### src/rtl/wgt_loader_pkg.sv
// Shared weight-path definitions: default geometry of the weight memory and the
// loader FSM state encoding, so the loader and the weight memory agree on them.
package wgt_loader_pkg;

    localparam int unsigned WgtDataWidth = 8;  // bits per weight
    localparam int unsigned WgtRowNum    = 6;  // weights per memory row
    localparam int unsigned WgtAddrWidth = 7;  // 128-row weight memory

    typedef enum logic [1:0] {
        StIdle  = 2'd0,
        StFill  = 2'd1,
        StWrite = 2'd2,
        StDone  = 2'd3
    } wgt_state_e;

    // Counter width able to index n lanes; never narrower than one bit.
    function automatic int unsigned lane_width(input int unsigned n);
        return (n <= 1) ? 1 : $clog2(n);
    endfunction

endpackage

### src/rtl/wgt_row_packer.sv
// Packs a stream of weights into one memory row, first weight in the LSBs.
// Ports:
//   clk_i, rst_ni : clock, asynchronous active-low reset
//   clear_i       : drop any partial row (lane counter back to 0)
//   push_i        : accept data_i into the current lane
//   data_i        : incoming weight
//   last_o        : current lane is the final lane of the row
//   row_o         : packed row register
module wgt_row_packer
    import wgt_loader_pkg::*;
#(
    parameter int unsigned DataWidth = WgtDataWidth,
    parameter int unsigned RowNum    = WgtRowNum
) (
    input  logic                          clk_i,
    input  logic                          rst_ni,
    input  logic                          clear_i,
    input  logic                          push_i,
    input  logic [DataWidth-1:0]          data_i,
    output logic                          last_o,
    output logic [RowNum*DataWidth-1:0]   row_o
);

    localparam int unsigned LaneW = lane_width(RowNum);

    logic [LaneW-1:0]              lane_q;
    logic [RowNum*DataWidth-1:0]   row_q;

    assign last_o = (lane_q == LaneW'(RowNum - 1));
    assign row_o  = row_q;

    always_ff @(posedge clk_i or negedge rst_ni) begin
        if (!rst_ni) begin
            lane_q <= '0;
            row_q  <= '0;
        end else if (clear_i) begin
            // Stale lanes need no clearing: every lane is rewritten before the next write.
            lane_q <= '0;
        end else if (push_i) begin
            for (int k = 0; k < int'(RowNum); k++) begin
                if (lane_q == LaneW'(k)) begin
                    row_q[k*DataWidth +: DataWidth] <= data_i;
                end
            end
            lane_q <= last_o ? '0 : lane_q + LaneW'(1);
        end
    end

endmodule

### src/rtl/wgt_loader.sv
// Weight loader: streams weights in, packs ROW_NUM of them per row and writes
// consecutive rows into the weight memory starting at a base address.
// Ports:
//   i_clk, i_rst_n          : clock, asynchronous active-low reset
//   i_start, i_base_addr,
//   i_row_cnt               : load request (sampled only in IDLE)
//   i_abort                 : cancel a load in progress (beats i_valid)
//   i_data, i_valid, o_ready: weight stream handshake
//   o_wr_en, o_wr_addr,
//   o_wr_data               : weight-memory write port
//   o_busy, o_done          : status
module wgt_loader
    import wgt_loader_pkg::*;
#(
    parameter int DATA_WIDTH    = WgtDataWidth,
    parameter int ROW_NUM       = WgtRowNum,
    parameter int ADDR_WIDTH    = WgtAddrWidth,
    parameter int ROW_WGT_WIDTH = DATA_WIDTH * ROW_NUM
) (
    input  logic                     i_clk,
    input  logic                     i_rst_n,
    input  logic                     i_start,
    input  logic [ADDR_WIDTH-1:0]    i_base_addr,
    input  logic [ADDR_WIDTH-1:0]    i_row_cnt,
    input  logic                     i_abort,
    input  logic [DATA_WIDTH-1:0]    i_data,
    input  logic                     i_valid,
    output logic                     o_ready,
    output logic                     o_wr_en,
    output logic [ADDR_WIDTH-1:0]    o_wr_addr,
    output logic [ROW_WGT_WIDTH-1:0] o_wr_data,
    output logic                     o_busy,
    output logic                     o_done
);

    wgt_state_e               state_q;
    logic [ADDR_WIDTH-1:0]    addr_q;
    logic [ADDR_WIDTH-1:0]    rows_q;
    logic [ADDR_WIDTH-1:0]    wr_addr_q;
    logic [ROW_WGT_WIDTH-1:0] wr_data_q;

    logic                     push;
    logic                     clear;
    logic                     lane_last;
    logic                     wr_fire;
    logic [ROW_WGT_WIDTH-1:0] row;

    assign push    = (state_q == StFill) && i_valid && !i_abort;
    assign clear   = i_abort || (state_q == StIdle);
    assign wr_fire = (state_q == StWrite) && !i_abort;

    wgt_row_packer #(
        .DataWidth (DATA_WIDTH),
        .RowNum    (ROW_NUM)
    ) u_packer (
        .clk_i   (i_clk),
        .rst_ni  (i_rst_n),
        .clear_i (clear),
        .push_i  (push),
        .data_i  (i_data),
        .last_o  (lane_last),
        .row_o   (row)
    );

    always_ff @(posedge i_clk or negedge i_rst_n) begin
        if (!i_rst_n) begin
            state_q   <= StIdle;
            addr_q    <= '0;
            rows_q    <= '0;
            wr_addr_q <= '0;
            wr_data_q <= '0;
        end else begin
            case (state_q)
                StIdle: begin
                    if (i_start) begin
                        addr_q  <= i_base_addr;
                        rows_q  <= i_row_cnt;
                        state_q <= (i_row_cnt == '0) ? StDone : StFill;
                    end
                end
                StFill: begin
                    if (i_abort) begin
                        state_q <= StIdle;
                    end else if (push && lane_last) begin
                        state_q <= StWrite;
                    end
                end
                StWrite: begin
                    if (i_abort) begin
                        state_q <= StIdle;
                    end else begin
                        // Capture the written row so the port holds it between writes.
                        wr_addr_q <= addr_q;
                        wr_data_q <= row;
                        addr_q    <= addr_q + ADDR_WIDTH'(1);
                        rows_q    <= rows_q - ADDR_WIDTH'(1);
                        state_q   <= (rows_q == ADDR_WIDTH'(1)) ? StDone : StFill;
                    end
                end
                StDone: begin
                    state_q <= StIdle;
                end
                default: begin
                    state_q <= StIdle;
                end
            endcase
        end
    end

    assign o_ready   = (state_q == StFill);
    assign o_busy    = (state_q == StFill) || (state_q == StWrite);
    assign o_done    = (state_q == StDone);
    assign o_wr_en   = wr_fire;
    // Live values during the write cycle, held copies otherwise (an aborted write
    // therefore never disturbs the port).
    assign o_wr_addr = wr_fire ? addr_q : wr_addr_q;
    assign o_wr_data = wr_fire ? row : wr_data_q;

endmodule

### config.mk
export PLATFORM = sky130hd
export DESIGN_NAME = wgt_loader
export DESIGN_NICKNAME = d
export VERILOG_FILES = /design/src/rtl/wgt_loader_pkg.sv /design/src/rtl/wgt_row_packer.sv /design/src/rtl/wgt_loader.sv
export SDC_FILE = /design/constraint.sdc
export NUM_CORES = 1
export LEC_CHECK = 0
export CORE_UTILIZATION = 29
export CTS_BUF_LIST = sky130_fd_sc_hd__clkbuf_4 sky130_fd_sc_hd__clkbuf_8
export DETAILED_ROUTE_END_ITERATION = 16
export PLACE_DENSITY = 0.6
export SLEW_MARGIN = 20
export SYNTH_ARGS = -nofsm -noshare
export SYNTH_HDL_FRONTEND = slang
export SYNTH_SLANG_ARGS = --single-unit
export TNS_END_PERCENT = 50
### constraint.sdc
create_clock -name i_clk -period 3.9 [get_ports i_clk]
set_clock_uncertainty 0.15 [all_clocks]
set_input_delay 1.17 -clock i_clk [delete_from_list [all_inputs] [get_ports i_clk]]
set_output_delay 1.17 -clock i_clk [all_outputs]
set_load 0.05 [all_outputs]
== Word level (Yosys, flattened, before mapping) ==
Cells that the tools add are included.
Word-level totals
  ROM bits: 0
  output and inout bits: 59
  bits in latches: 0
  register bits: 122
  memory bits (writable): 0
  word-level logic and storage cells: 68
  input port bits: 27
  memories: 0
Cells by class
  shift-type cells: 0
  reduce and logical (&&, ||, !) cells: 21
  add/subtract/negate cells: 3
  div/mod/pow operators: 0
  eq/ne operators: 12
  $mul: 0
  bitwise gates (word level): 2
  muxes and demuxes: 18
  magnitude comparators: 0
Operator list (number)
  two-way mux 48 bit: 1
  two-way mux 7 bit: 5
  one-hot mux 7 bit (2 select lines): 2
  AND reduction 3 bit: 7
  two-way mux 2 bit: 6
  two-way mux 3 bit: 3
  one-hot mux 2 bit (4 select lines): 1
  adder 7 x 1 -> 7 bit, second input constant: 1
  equality test 7 x 1 -> 1 bit, second input constant: 1
  logical NOT 7 bit: 1
  subtractor 7 x 1 -> 7 bit, second input constant: 1
  equality test 3 x 2 -> 1 bit, second input constant: 2
  equality test 3 bit, second input constant: 2
  equality test 2 bit, second input constant: 2
  logical AND 1 bit: 4
  inequality test 2 bit, second input constant: 2
  AND reduction 2 bit: 2
  nonzero test 2 bit: 2
  adder 3 x 1 -> 3 bit, second input constant: 1
  equality test 3 x 1 -> 1 bit, second input constant: 1
  logical NOT 3 bit: 1
  inequality test 3 x 2 -> 1 bit, second input constant: 1
  equality test 2 x 1 -> 1 bit, second input constant: 1
  logical NOT 2 bit: 1
  3 further kinds: 5

== Depth between registers and ports, before layout ==
  depth in word-level cells: 7
  depth in mapped cells: 8
  depth with buffers taken out: 6

== Modules after synthesis ==
Synthesis repeated with hierarchy kept, for this count alone.
Second synthesis, totals
  cells, all modules: 370
  area total of the unflattened synthesis: 5358.9 µm²
Modules (own cells, without submodules)
  wgt_loader: cells an instance 244, area an instance 3301.9 µm², times used 1, seq. area each 1776.7 µm²
  wgt_row_packer: cells an instance 126, area an instance 2057.0 µm², times used 1, seq. area each 1276.2 µm²

== Worst setup path before layout ==
No wires, ideal clock.
  kind: input-to-output
  start point: input port i_abort
  end point: output port o_wr_data[39]
  arrival time: 2.664 ns
  buffers on the path: 2
  setup slack: -0.084 ns
  required time: 2.580 ns
  stages on the path: 4
  path through: nor2b_1 > clkbuf_1 > buf_1 > mux2_2
Between the ends
  word-level cells in the longest chain between the ends: 3
RTL lines
  start, declared: line wgt_loader.sv:25  | input logic i_abort,
  logical NOT 1 bit: line wgt_loader.sv:50  | assign wr_fire = (state_q == StWrite) && !i_abort;
  logical AND 1 bit: line wgt_loader.sv:50
  via o_wr_en: line wgt_loader.sv:29  | output logic o_wr_en,
  two-way mux 48 bit: line wgt_loader.sv:117  | assign o_wr_data = wr_fire ? row : wr_data_q;
  end, declared: line wgt_loader.sv:31  | output logic [ROW_WGT_WIDTH-1:0] o_wr_data,
The timed path passes the listed nets, and every way through them passes these cells.

== Worst setup path after layout ==
  start point: input port i_abort
  end point: output port o_wr_data[27]
Between the ends
  word-level cells in the longest chain between the ends: 3
RTL lines (line)
  logical NOT 1 bit: wgt_loader.sv:50
  logical AND 1 bit: wgt_loader.sv:50
  two-way mux 48 bit: wgt_loader.sv:117
Every way passes these cells.

==> key figures <==
Status
  • Status: finished, final reports clean

Clock tree
  • Hold_buf cts: 0
  • Root buffer cell: clkbuf_8
  • CTS sink cnt: 122
  • Worst-Skew Late Latency: 0.44 ns
  • CTS tree: done
  • Clk slew on worst S/H paths: 0.07 ns
  • Clock tree buffer depth: 2
  • Cts bufs inserted: 17
  • H-tree depth: 4

Logic synthesis
  • Synth Area in XOR/XNOR: 0.172%
  • Net Count, Synth: 402
  • Count leader, synth: dfrtp_1
  • Yosys top cell area share: 60.1%
  • Sequential fraction of the synthesis area: 60.1%
  • Synth warn: 0
  • Mapped Area: 5080 sq um
  • Synth area leaders: dfrtp_1 (60%), mux2_2 (23%), ha_1 (2.0%), o21ai_0 (1.3%), o22ai_1 (1.2%)
  • Syn Area/Cell: 13.8 sq um
  • Yosys reg bits: 122
  • Mux contribution to synthesized area: 23.8%
  • Most frequent cells after synthesis: dfrtp_1 (122), mux2_2 (104), nand2_1 (15)
  • Mapped Cells: 367
  • Top FF cell, synth: dfrtp_1
  • EDFF count, synth: 0
  • Synth unique cells: 41
  • Simple-Gate Fraction of Synth Area: 7.24%
  • Post-synthesis async set-or-reset flop share: 100%
  • Main combinational cell family by area after synthesis: multiplexers
  • Post-synthesis adder-cell area fraction: 1.97%
  • Yosys top cell by area: dfrtp_1
  • Compound-Gate Fraction of Synth Area: 4.78%

Place
  • Post-DP HPWL: 7760 um
  • IO Port Bufs: 85
  • Pre-CTS WS: -0.0847 ns
  • GPL Wtd Cong: 0.774
  • Placed cell count: 673

STA
  • Final Hold Viols: 0
  • PnR worst setup slack: 0.0330 ns
  • TNS Setup: 0 ns
  • Max Freq: 259 MHz
  • Final min period: 3.87 ns
  • Final period util: 99.2%
  • Slew HR: 61.9%
  • Max-slew violation count: 0
  • RSZ-0062 raised after global routing: false
  • Final setup violating endpoints: 0
  • Slew @ Worst Pin: 0.572 ns

Power and ir drop
  • Worst ir drop on vdd: 0.000498 V
  • Reg power frac: 37.3%
  • Internal Power: 3.00 mW
  • Lkg Pwr: 3.21 nW
  • Switching pwr: 1.65 mW
  • Sw Share: 35.5%
  • Comb pwr share: 34.7%
  • Power density cells: 691 nW/um^2
  • Clk pwr share: 28.0%

Final layout
  • Antenna diode count: 0
  • Share of layout cells above drive strength 1: 45.1%
  • Nets: 505
  • Util after Layout: 39.2%
  • Area of the multi-input gates: 1940 sq um
  • Cell Count, Final, Fillers Out: 706
  • Area Growth Syn to Fin: 32.5%
  • Filler cells: 1663
  • Seq. cell area: 3050 sq um

Routing
  • DR iter-0 viols: 121
  • First-pass DRT Iterations: 6
  • Routed wire per std cell: 16.5 um
  • Routed WL: 11600 um
  • Routed vias/inst: 4.70
  • Remaining antenna violation count: 0
  • Drt drc: 0
  • Vias: 3319

Floorplanning
  • Die W: 134 um
  • Core outline area: 17200 sq um
  • Total die area: 18000 sq um
  • Initial Utilization: 29.6%
  • Total I/O pin count: 86
  • DIE HEIGHT: 134 um
  • Rows: 48

Setup path
  • Crit path arrival time: 2.55 ns
  • Crit path max fanout: 11
  • Startpoint Class: input pin
  • Crit path kind: input pin to output pin
  • WP data required: 2.58 ns
  • Crit end category: output pin

GRT
  • Total grt overflow: 0
  • Largest net degree at the start of global routing: 55
  • Total Routing Usage GR: 14.0%
  • Antenna violations before repair: 0
  • Vias in the first global route: 3509
  • First-pass GRT wire length: 18900 um

Flow run
  • Max Cap Violations: 0

Worst hold path
  • Worst hold path class: register to register
==> power by group through the flow <==
| stage | Clock [mW] | Sequential [mW] | Combinational [mW] |
|---|---|---|---|
| after global placement | 0 | 1.75 | 1.56 |
| after floorplan | 0 | 1.69 | 1.18 |
| after global routing | 1.40 | 1.77 | 1.73 |
| final | 1.30 | 1.73 | 1.61 |
| after detailed placement | 0 | 1.76 | 1.59 |
| after CTS | 1.34 | 1.74 | 1.62 |
==> state kept, by name (all words and copies together), names as in the netlist <==
signal           count
u_packer.lane_q      3
wr_data_q           48
wr_addr_q            7
addr_q               7
rows_q               7
u_packer.row_o      48
state_q              2
==> cell type report <==
cell class              instances  share of cell area [%]
clock buffers                  22                    4.41
repair buffers                100                    14.3
multi-input cells             221                    28.8
well taps                     225                    4.18
clock inverters                 8                    2.45
inverters                       8                   0.446
flip-flops and latches        122                    45.4
==> stage by stage <==
step	area [sq um]	hold slack, ns	power, mW
4_1_cts	6700	0.351	4.71
2_1_floorplan	5090	0.324	2.87
6_report	6730	0.347	4.65
3_5_place_dp	6150	0.335	3.36
3_3_place_gp	6150	0.332	3.31
5_1_grt	6730	0.360	4.91
==> final timing paths <==
kind | from | end | slack, ns | cells after the start
worst max-delay path | i_abort | o_wr_data[27] | 0.03 | 6
worst min-delay path | wr_data_q[40]$_DFFE_PN0P_ | wr_data_q[40]$_DFFE_PN0P_ | 0.35 | 1
worst max register to register | state_q[1]$_DFFE_PN0P_ | u_packer.row_o[7]$_DFFE_PN0P_ | 1.24 | 6
worst min register to register | wr_data_q[40]$_DFFE_PN0P_ | wr_data_q[40]$_DFFE_PN0P_ | 0.35 | 1
max in group asynchronous | i_rst_n | u_packer.row_o[17]$_DFFE_PN0P_ | 2.20 | 2
min in group asynchronous | i_rst_n | rows_q[5]$_DFFE_PN0P_ | 0.57 | 1
==> per-layer routing <==
layer  vias up  global-route usage, %  wire, um
li1       1518                      -         -
met1      1691                   17.1      5230
met2        99                   23.1      5610
met3        11                   5.14       657
met4         0                   4.12       113
met5         -                      0         0
==> timing repair <==
action                     in CTS  in global routing
setup endpoints to repair      55                  8
buffers inserted                1                  0
resized for setup               3                  8
pin swaps                       0                  0
gates cloned                    2                  0
==> critical path, stage by stage <==
cell and delay, ns:
dlygate4sd2_1 0.27, nor2b_4 0.13, buf_12 0.14, bufbuf_16 0.28, mux2_2 0.35, buf_4 0.19
==> cell usage in the layout (no fill, tap or decap), types with 2 or more instances in the layout <==
cell type        Yosys  layout
clkbuf_8             0      21
and3_1               3       3
nand3_1              3       3
or2_2                5       5
buf_6                0       8
clkdlybuf4s50_1      0      27
buf_12               0       4
nor2b_1              5       4
nor4_1               2       2
a21oi_1             10      10
buf_16               0       2
dfrtp_1            122     122
o22ai_1             10      10
nand2_1             15      15
o21ai_0             13      13
bufinv_16            0       5
clkinv_2             0       3
mux2i_1              4       4
nor2_1               7       7
ha_1                 8       8
buf_4                0      57
inv_1                8       8
nor3_4               2       2
mux2_2             104     104
nor3_1               9       9
==> logic make-up (layout without fill, tap and decap cells) <==
| family | after synthesis | count (layout) |
|---|---|---|
| AOI/OAI and AO/OA | 41 | 41 |
| xor gates and xnor gates | 1 | 1 |
| adders and majority gates | 8 | 8 |
| buffers and inverters | 24 | 138 |
| DFF | 122 | 122 |
| muxes | 108 | 108 |
| and+or+nand+nor | 63 | 63 |
(Power assumes the default switching activity.)
